`src/rtl/reset_seq_pkg.sv`:
```
// Shared types and constants for the reset sequencer: FSM state encoding,
// reset-cause bit positions and a small elaboration helper.
package reset_seq_pkg;

    typedef enum logic [1:0] {
        ASSERT  = 2'd0,
        HOLD    = 2'd1,
        RELEASE = 2'd2,
        RUN     = 2'd3
    } state_t;

    localparam int CAUSE_POR      = 0;
    localparam int CAUSE_LOCK     = 1;
    localparam int CAUSE_REQ_BASE = 2;

    function automatic int max2(input int a, input int b);
        return (a > b) ? a : b;
    endfunction

endpackage

```
`src/rtl/reset_sequencer_if.sv`:
```
// Signal bundle between the reset sequencer and its environment. The slave
// modport is the sequencer; the master modport is the surrounding system.
interface reset_sequencer_if #(
    parameter int NUM_CH  = 4,
    parameter int NUM_REQ = 3,
    parameter int CYC_W   = 12
);
    import reset_seq_pkg::*;

    logic               phi2;
    logic [CYC_W-1:0]   phi2_cycle;
    logic               clk_locked;
    logic               modules_ready;
    logic [NUM_REQ-1:0] reset_req_n;
    logic               cause_clr;
    logic [NUM_CH-1:0]  ch_reset_n;
    logic               all_released;
    logic [NUM_REQ+1:0] reset_cause;
    state_t             state;

    modport master (
        output phi2, phi2_cycle, clk_locked, modules_ready, reset_req_n, cause_clr,
        input  ch_reset_n, all_released, reset_cause, state
    );

    modport slave (
        input  phi2, phi2_cycle, clk_locked, modules_ready, reset_req_n, cause_clr,
        output ch_reset_n, all_released, reset_cause, state
    );

endinterface

```
`src/rtl/reset_req_debounce.sv`:
```
// Accepts an active-low reset request only after it has stayed low for
// DEBOUNCE_CYCLES consecutive clocks; any high clock drops it immediately.
module reset_req_debounce #(
    parameter int DEBOUNCE_CYCLES = 16
) (
    input  logic clk,
    input  logic reset_n,
    input  logic req_n_i,
    output logic active_o
);
    localparam int CW = (DEBOUNCE_CYCLES > 1) ? $clog2(DEBOUNCE_CYCLES) : 1;
    localparam logic [CW-1:0] LAST = CW'(DEBOUNCE_CYCLES - 1);

    logic [CW-1:0] cnt_q;
    logic [CW-1:0] cnt_d;

    always_comb begin
        cnt_d = cnt_q;
        if (req_n_i) begin
            cnt_d = '0;
        end else if (cnt_q != LAST) begin
            cnt_d = cnt_q + CW'(1);
        end
    end

    always_ff @(posedge clk) begin
        if (!reset_n) begin
            cnt_q <= '0;
        end else begin
            cnt_q <= cnt_d;
        end
    end

    // The current low clock counts, so the request is live on its N-th low clock.
    assign active_o = !req_n_i && (cnt_q == LAST);

endmodule

```
`src/rtl/reset_sequencer.sv`:
```
// Multi-channel reset sequencer: holds all domains in reset during faults, then
// releases them in index order on phi2-aligned ticks. Optional request
// debouncing is enabled with RESET_SEQ_DEBOUNCE_EN.
module reset_sequencer
    import reset_seq_pkg::*;
#(
    parameter int NUM_CH      = 4,
    parameter int NUM_REQ     = 3,
    parameter int HOLD_CYCLES = 10,
    parameter int STAGE_GAP   = 2,
    parameter int ALIGN_CYCLE = 2,
    parameter int CYC_W       = 12
`ifdef RESET_SEQ_DEBOUNCE_EN
    ,
    parameter int DEBOUNCE_CYCLES = 16
`endif
) (
    input  logic            clk,
    input  logic            reset_n,
    reset_sequencer_if.slave bus
);
    localparam int CNT_W = $clog2(max2(HOLD_CYCLES, STAGE_GAP) + 1);
    localparam int IDX_W = (NUM_CH > 1) ? $clog2(NUM_CH) : 1;
    localparam logic [CNT_W-1:0] HOLD_LAST = CNT_W'(HOLD_CYCLES - 1);
    localparam logic [CNT_W-1:0] GAP_LAST  = CNT_W'(STAGE_GAP - 1);
    localparam logic [CNT_W-1:0] CNT_MAX   = '1;
    localparam logic [IDX_W-1:0] IDX_LAST  = IDX_W'(NUM_CH - 1);
    localparam logic [CYC_W-1:0] ALIGN     = CYC_W'(ALIGN_CYCLE);

    state_t             state_q, state_d;
    logic [CNT_W-1:0]   cnt_q, cnt_d;
    logic [IDX_W-1:0]   idx_q, idx_d;
    logic [NUM_CH-1:0]  ch_q, ch_d;
    logic [NUM_REQ+1:0] cause_q, cause_d;

    logic [NUM_REQ-1:0] req_act;
    logic               fault;
    logic               tick;
    logic               rel_fire;
    logic [IDX_W-1:0]   rel_idx;

`ifdef RESET_SEQ_DEBOUNCE_EN
    for (genvar g = 0; g < NUM_REQ; g++) begin : g_deb
        reset_req_debounce #(
            .DEBOUNCE_CYCLES(DEBOUNCE_CYCLES)
        ) u_deb (
            .clk      (clk),
            .reset_n  (reset_n),
            .req_n_i  (bus.reset_req_n[g]),
            .active_o (req_act[g])
        );
    end
`else
    assign req_act = ~bus.reset_req_n;
`endif

    assign fault = !bus.clk_locked || !bus.modules_ready || (|req_act);
    assign tick  = !bus.phi2 && (bus.phi2_cycle == ALIGN);

    always_ff @(posedge clk) begin
        if (!reset_n) begin
            state_q <= ASSERT;
            cnt_q   <= '0;
            idx_q   <= '0;
            ch_q    <= '0;
            cause_q <= (NUM_REQ + 2)'(1) << CAUSE_POR;
        end else begin
            state_q <= state_d;
            cnt_q   <= cnt_d;
            idx_q   <= idx_d;
            ch_q    <= ch_d;
            cause_q <= cause_d;
        end
    end

    // cnt counts ticks since entering HOLD, or since the last channel release.
    always_comb begin
        state_d  = state_q;
        cnt_d    = cnt_q;
        idx_d    = idx_q;
        rel_fire = 1'b0;
        rel_idx  = idx_q;
        if (fault) begin
            state_d = ASSERT;
            cnt_d   = '0;
            idx_d   = '0;
        end else begin
            case (state_q)
                ASSERT: begin
                    state_d = HOLD;
                    cnt_d   = '0;
                    idx_d   = '0;
                end
                HOLD: begin
                    if (tick) begin
                        if (cnt_q == HOLD_LAST) begin
                            rel_fire = 1'b1;
                            rel_idx  = '0;
                            cnt_d    = '0;
                            idx_d    = IDX_W'(1);
                            if (NUM_CH == 1) begin
                                state_d = RUN;
                            end else begin
                                state_d = RELEASE;
                            end
                        end else if (cnt_q != CNT_MAX) begin
                            cnt_d = cnt_q + CNT_W'(1);
                        end
                    end
                end
                RELEASE: begin
                    if (tick) begin
                        if (cnt_q == GAP_LAST) begin
                            rel_fire = 1'b1;
                            rel_idx  = idx_q;
                            cnt_d    = '0;
                            if (idx_q == IDX_LAST) begin
                                state_d = RUN;
                            end else begin
                                idx_d = idx_q + IDX_W'(1);
                            end
                        end else if (cnt_q != CNT_MAX) begin
                            cnt_d = cnt_q + CNT_W'(1);
                        end
                    end
                end
                RUN: begin
                    state_d = RUN;
                end
                default: begin
                    state_d = ASSERT;
                end
            endcase
        end
    end

    // Set conditions are applied after the clear so they win on the same clock.
    always_comb begin
        ch_d = ch_q;
        if (fault) begin
            ch_d = '0;
        end else if (rel_fire) begin
            ch_d[rel_idx] = 1'b1;
        end

        cause_d = bus.cause_clr ? '0 : cause_q;
        if (!bus.clk_locked) begin
            cause_d[CAUSE_LOCK] = 1'b1;
        end
        for (int i = 0; i < NUM_REQ; i++) begin
            if (req_act[i]) begin
                cause_d[CAUSE_REQ_BASE + i] = 1'b1;
            end
        end
    end

    assign bus.ch_reset_n   = ch_q;
    assign bus.all_released = (state_q == RUN);
    assign bus.reset_cause  = cause_q;
    assign bus.state        = state_q;

endmodule
```
`src/flat_wrapper.sv`:
```
// flat-port wrapper written by rule: the top's interface ports become plain ports
module reset_sequencer_flat import reset_seq_pkg::*;
#(
    parameter int NUM_CH      = 4,
    parameter int NUM_REQ     = 3,
    parameter int HOLD_CYCLES = 10,
    parameter int STAGE_GAP   = 2,
    parameter int ALIGN_CYCLE = 2,
    parameter int CYC_W       = 12

)
  (clk, reset_n, bus_phi2, bus_phi2_cycle, bus_clk_locked, bus_modules_ready, bus_reset_req_n, bus_cause_clr, bus_ch_reset_n, bus_all_released, bus_reset_cause, bus_state);
  reset_sequencer_if #(.NUM_CH(NUM_CH), .NUM_REQ(NUM_REQ), .CYC_W(CYC_W)) bus_i ();
  input  logic clk;
  input  logic reset_n;
  input wire logic [$bits(bus_i.phi2)-1:0] bus_phi2;
  input wire logic [$bits(bus_i.phi2_cycle)-1:0] bus_phi2_cycle;
  input wire logic [$bits(bus_i.clk_locked)-1:0] bus_clk_locked;
  input wire logic [$bits(bus_i.modules_ready)-1:0] bus_modules_ready;
  input wire logic [$bits(bus_i.reset_req_n)-1:0] bus_reset_req_n;
  input wire logic [$bits(bus_i.cause_clr)-1:0] bus_cause_clr;
  output wire logic [$bits(bus_i.ch_reset_n)-1:0] bus_ch_reset_n;
  output wire logic [$bits(bus_i.all_released)-1:0] bus_all_released;
  output wire logic [$bits(bus_i.reset_cause)-1:0] bus_reset_cause;
  output wire logic [$bits(bus_i.state)-1:0] bus_state;
  assign bus_i.phi2 = bus_phi2;
  assign bus_i.phi2_cycle = bus_phi2_cycle;
  assign bus_i.clk_locked = bus_clk_locked;
  assign bus_i.modules_ready = bus_modules_ready;
  assign bus_i.reset_req_n = bus_reset_req_n;
  assign bus_i.cause_clr = bus_cause_clr;
  assign bus_ch_reset_n = bus_i.ch_reset_n;
  assign bus_all_released = bus_i.all_released;
  assign bus_reset_cause = bus_i.reset_cause;
  assign bus_state = bus_i.state;
  reset_sequencer #(.NUM_CH(NUM_CH), .NUM_REQ(NUM_REQ), .HOLD_CYCLES(HOLD_CYCLES), .STAGE_GAP(STAGE_GAP), .ALIGN_CYCLE(ALIGN_CYCLE), .CYC_W(CYC_W)) u_core (.clk(clk), .reset_n(reset_n), .bus(bus_i));
endmodule
```
`config.mk`:
```
export PLATFORM = sky130hd
export DESIGN_NAME = reset_sequencer_flat
export DESIGN_NICKNAME = d
export VERILOG_FILES = /design/src/rtl/reset_seq_pkg.sv /design/src/rtl/reset_sequencer_if.sv /design/src/rtl/reset_req_debounce.sv /design/src/rtl/reset_sequencer.sv /design/src/flat_wrapper.sv
export SDC_FILE = /design/constraint.sdc
export NUM_CORES = 1
export LEC_CHECK = 0
export ABC_AREA = 1
export CAP_MARGIN = 20
export CORE_ASPECT_RATIO = 0.7
export CORE_MARGIN = 5
export CORE_UTILIZATION = 38
export CTS_CLUSTER_SIZE = 25
export DETAILED_ROUTE_END_ITERATION = 16
export DONT_BUFFER_PORTS = 1
export HOLD_SLACK_MARGIN = 0.12
export PLACE_DENSITY = 0.64
export SKIP_LAST_GASP = 1
export SYNTH_ARGS = -nofsm -noshare
export SYNTH_HDL_FRONTEND = slang
export SYNTH_SLANG_ARGS = --single-unit
```
`constraint.sdc`:
```
create_clock -name clk -period 1.3 [get_ports clk]
set_input_delay 0.195 -clock clk [delete_from_list [all_inputs] [get_ports clk]]
set_output_delay 0.195 -clock clk [all_outputs]
set_load 0.02 [all_outputs]
```
==> results.cfg <==
[routing]
drt_iter0_markers = 26
routedWlPerCell_um = 11.8
wl_um = 2630
vias = 1031
drc = 0
ant_nets = 0
drt-pass1-iter-count = 4
routed_via_density = 4.62

[sta]
hold_viol_final = 0
rsz0062_at_grt = true
fin_crit_sh_pct = 109
drv_slew = 0
skew_ns = 0.00625
tightest_slew_ns = 0.250
slew_headroom_pct = 83.3
fin_crit_ns = 1.42
setup_violations = 13
fin_setup_tns_ns = -0.974
setup_slack_ns = -0.118
fmax_ghz = 0.705

[global_routing]
grt_busiest_layer = met2
grtUsageMet1_pct = 17.2
grt_overflow_total = 0
grt_pass1_wl_um = 4150
grt_usage_pct = 13.5
grt_max_degree = 11
met2_usage_pct = 23.1
antenna_found_initial = 0
grtUsageMet3_pct = 4.29
grt_pass1_vias = 961

[placement]
gp_congestion = 0.930
dp_cells = 209
io_buffers = 0
placed_area_mm2 = 0.00126
dp_hpwl_um = 1930

[worst_setup_path]
path_class = register to output port
crit_top_cell = buf_4
cp.required_ns = 1.11
cp_top_family = buffers and inverters
worstReg2RegEnd = u_core.bus.state[1]$_SDFFE_PP0P_
cp-end-kind = output port
max_stage_delay_ns = 0.37
worst-path-buf-inv = 3
cp-startpoint = u_core.bus.state[0]$_SDFFE_PP0P_
crit_chain = buf_4 > ha_2 > buf_4 > buf_4
crit-reg2reg-launch = u_core.bus.state[1]$_SDFFE_PP0P_
arrival_ns = 1.22
critPathLaunchType = register
crit_path_top_delay_cell = dfxtp_4
r2r_slack_ns = -0.12
crit_fanout = 5
rr_worst_depth = 9

[worst_hold_path]
worstHoldStart = reset_n
hold_class = input pin to register
holdPathStages = 2
min_to = u_core.bus.reset_cause[4]$_SDFFE_PN0P_

[die]
initial_utilization_pct = 38.6
core-area_mm2 = 0.00272
die_w_um = 72.9
die_h_um = 54
die_area_mm2 = 0.00393
fp-row-count = 16
num_io_pins = 33

[clock_tree]
insertion_delay_ns = 0.25
root_buffer = clkbuf_8
tritoncts = built
cts.sinks = 17
clk_path_buf_depth = 2
cts-buffers-inserted = 3
cts_max_level = 1
cts.clk_slew.worst_paths_ns = 0.07

[yosys]
ys_ff_latch = 17
synth_area_leaders = dfxtp_1 (32%), nand2_1 (13%), inv_1 (8.9%), nor2_1 (8.9%), ha_1 (8.3%)
netlist_area_mm2 = 0.00105
synthDistinctLibCells = 22
async_reset_ff_share_pct = 0
yosysSeqAreaShare_pct = 32.4
yosys-top-cells-count = nand2_1 (35), inv_1 (25), nor2_1 (25), dfxtp_1 (17), a21oi_1 (14)
ys.flop_type = dfxtp_1
yosysMostFrequentCell = nand2_1
yosys.area.top_type = dfxtp_1
yosysWarnings = 0
synth_edf_count = 0
synth_fp_nets = 184
syn_area_per_cell_um2 = 6.74
netlist.area_leader.share_pct = 32.4
syn_inst = 156

[cells_and_area]
stdcell_count = 223
nNetsFinal = 216
num_antenna_cells = 0
drive_gt1_share_pct = 36.4
area_growth_pct = 40.7
fin_area_mm2 = 0.00148
fill_cells = 277
seqCellArea_um2 = 350
multi_input_area_um2 = 704

[power]
ir_drop_mv = 0.453
p_per_area_mw_per_mm2 = 674
power.leakage_nw = 0.655
totalPowerFinal_uw = 997

[status]
failed_checks = negative setup slack
status = finished, violations left

[run]
maxCapViolations = 0
power by group:
part	switching (mW)	internal, mW	total [mW]
logic	0.0277	0.0279	0.0556
registers	0.0203	0.528	0.548
clock network	0.181	0.213	0.394
layout make-up:
type | count | share of cell area, %
Multi-Input combinational cell | 112 | 47.6
Sequential cell | 17 | 23.7
Timing Repair Buffer | 28 | 15.6
Inverter | 26 | 6.94
Tap cell | 36 | 3.05
Clock buffer | 3 | 2.79
Clock inverter | 1 | 0.338
placed cells by master (no fill, tap or decap), drive strengths merged:
master and instances:
inv 26, a21oi 16, nand2 38, o21bai 2
dlygate4sd3 5, clkinv 1, xor2 1, ha 7
o21ai 8, nand4 3, buf 23, xnor2 1
nand3 7, clkbuf 3, nor2 28, dfxtp 17
or2 1
metrics by stage:
stage	setup WS (ns)	utilization [%]	hold slack [ns]
3_5_place_dp	-0.159	46.4	0.277
3_3_place_gp	-0.120	46.4	0.269
5_1_grt	-0.244	54.3	0.164
6_report	-0.118	54.3	0.159
4_1_cts	-0.0846	51.9	0.149
2_1_floorplan	-0.100	-	0.264
what timing repair did:
action                     CTS  global route
setup endpoints to repair   13            13
resized for setup           18            11
hold endpoints to repair     5             0
gates cloned                 0             0
buffers inserted             1             4
pin swaps                   12            10
hold buffers                 5             0
kinds of logic (layout without fill, tap and decap cells):
family	Yosys count	after routing	synth area share [%]
compound gates	26	26	15.0
xor+xnor	2	2	1.67
fa+ha+maj	7	7	8.33
buf+inv	27	58	9.76
flops	17	17	32.4
simple gates	77	77	32.9
worst max path at each step:
stage | to | slack, ns | depth (start not counted)
global placement | u_core.bus.ch_reset_n[1]$_SDFFE_PP0P_ | -0.12 | 10
global route | u_core.bus.ch_reset_n[1]$_SDFFE_PP0P_ | -0.24 | 10
detailed placement | u_core.bus.ch_reset_n[1]$_SDFFE_PP0P_ | -0.16 | 10
floorplan | u_core.bus.ch_reset_n[1]$_SDFFE_PP0P_ | -0.10 | 12
finish | bus_all_released | -0.12 | 4
CTS | u_core.bus.ch_reset_n[1]$_SDFFE_PP0P_ | -0.08 | 11
metal layers:
metal	vias up	part of all wire (%)
li1	548	-
met1	469	44
met2	14	51
met3	0	4.1
met4	0	0
met5	-	0
registers in the layout, indices dropped and copies added (netlist names):
register / flops
u_core.bus.ch_reset_n: 4
u_core.bus.state: 2
u_core.cnt_q: 4
u_core.idx_q: 2
u_core.bus.reset_cause: 5
worst reg2reg max path: cells and delay by family, from the launching register on:
kind            cells  cell delay, ns
buf+inv             3            0.39
flops               1            0.37
simple gates        4            0.26
fa+ha+maj           1            0.18
compound gates      1            0.16
Note: power is estimated with default switching activity, not from simulation.
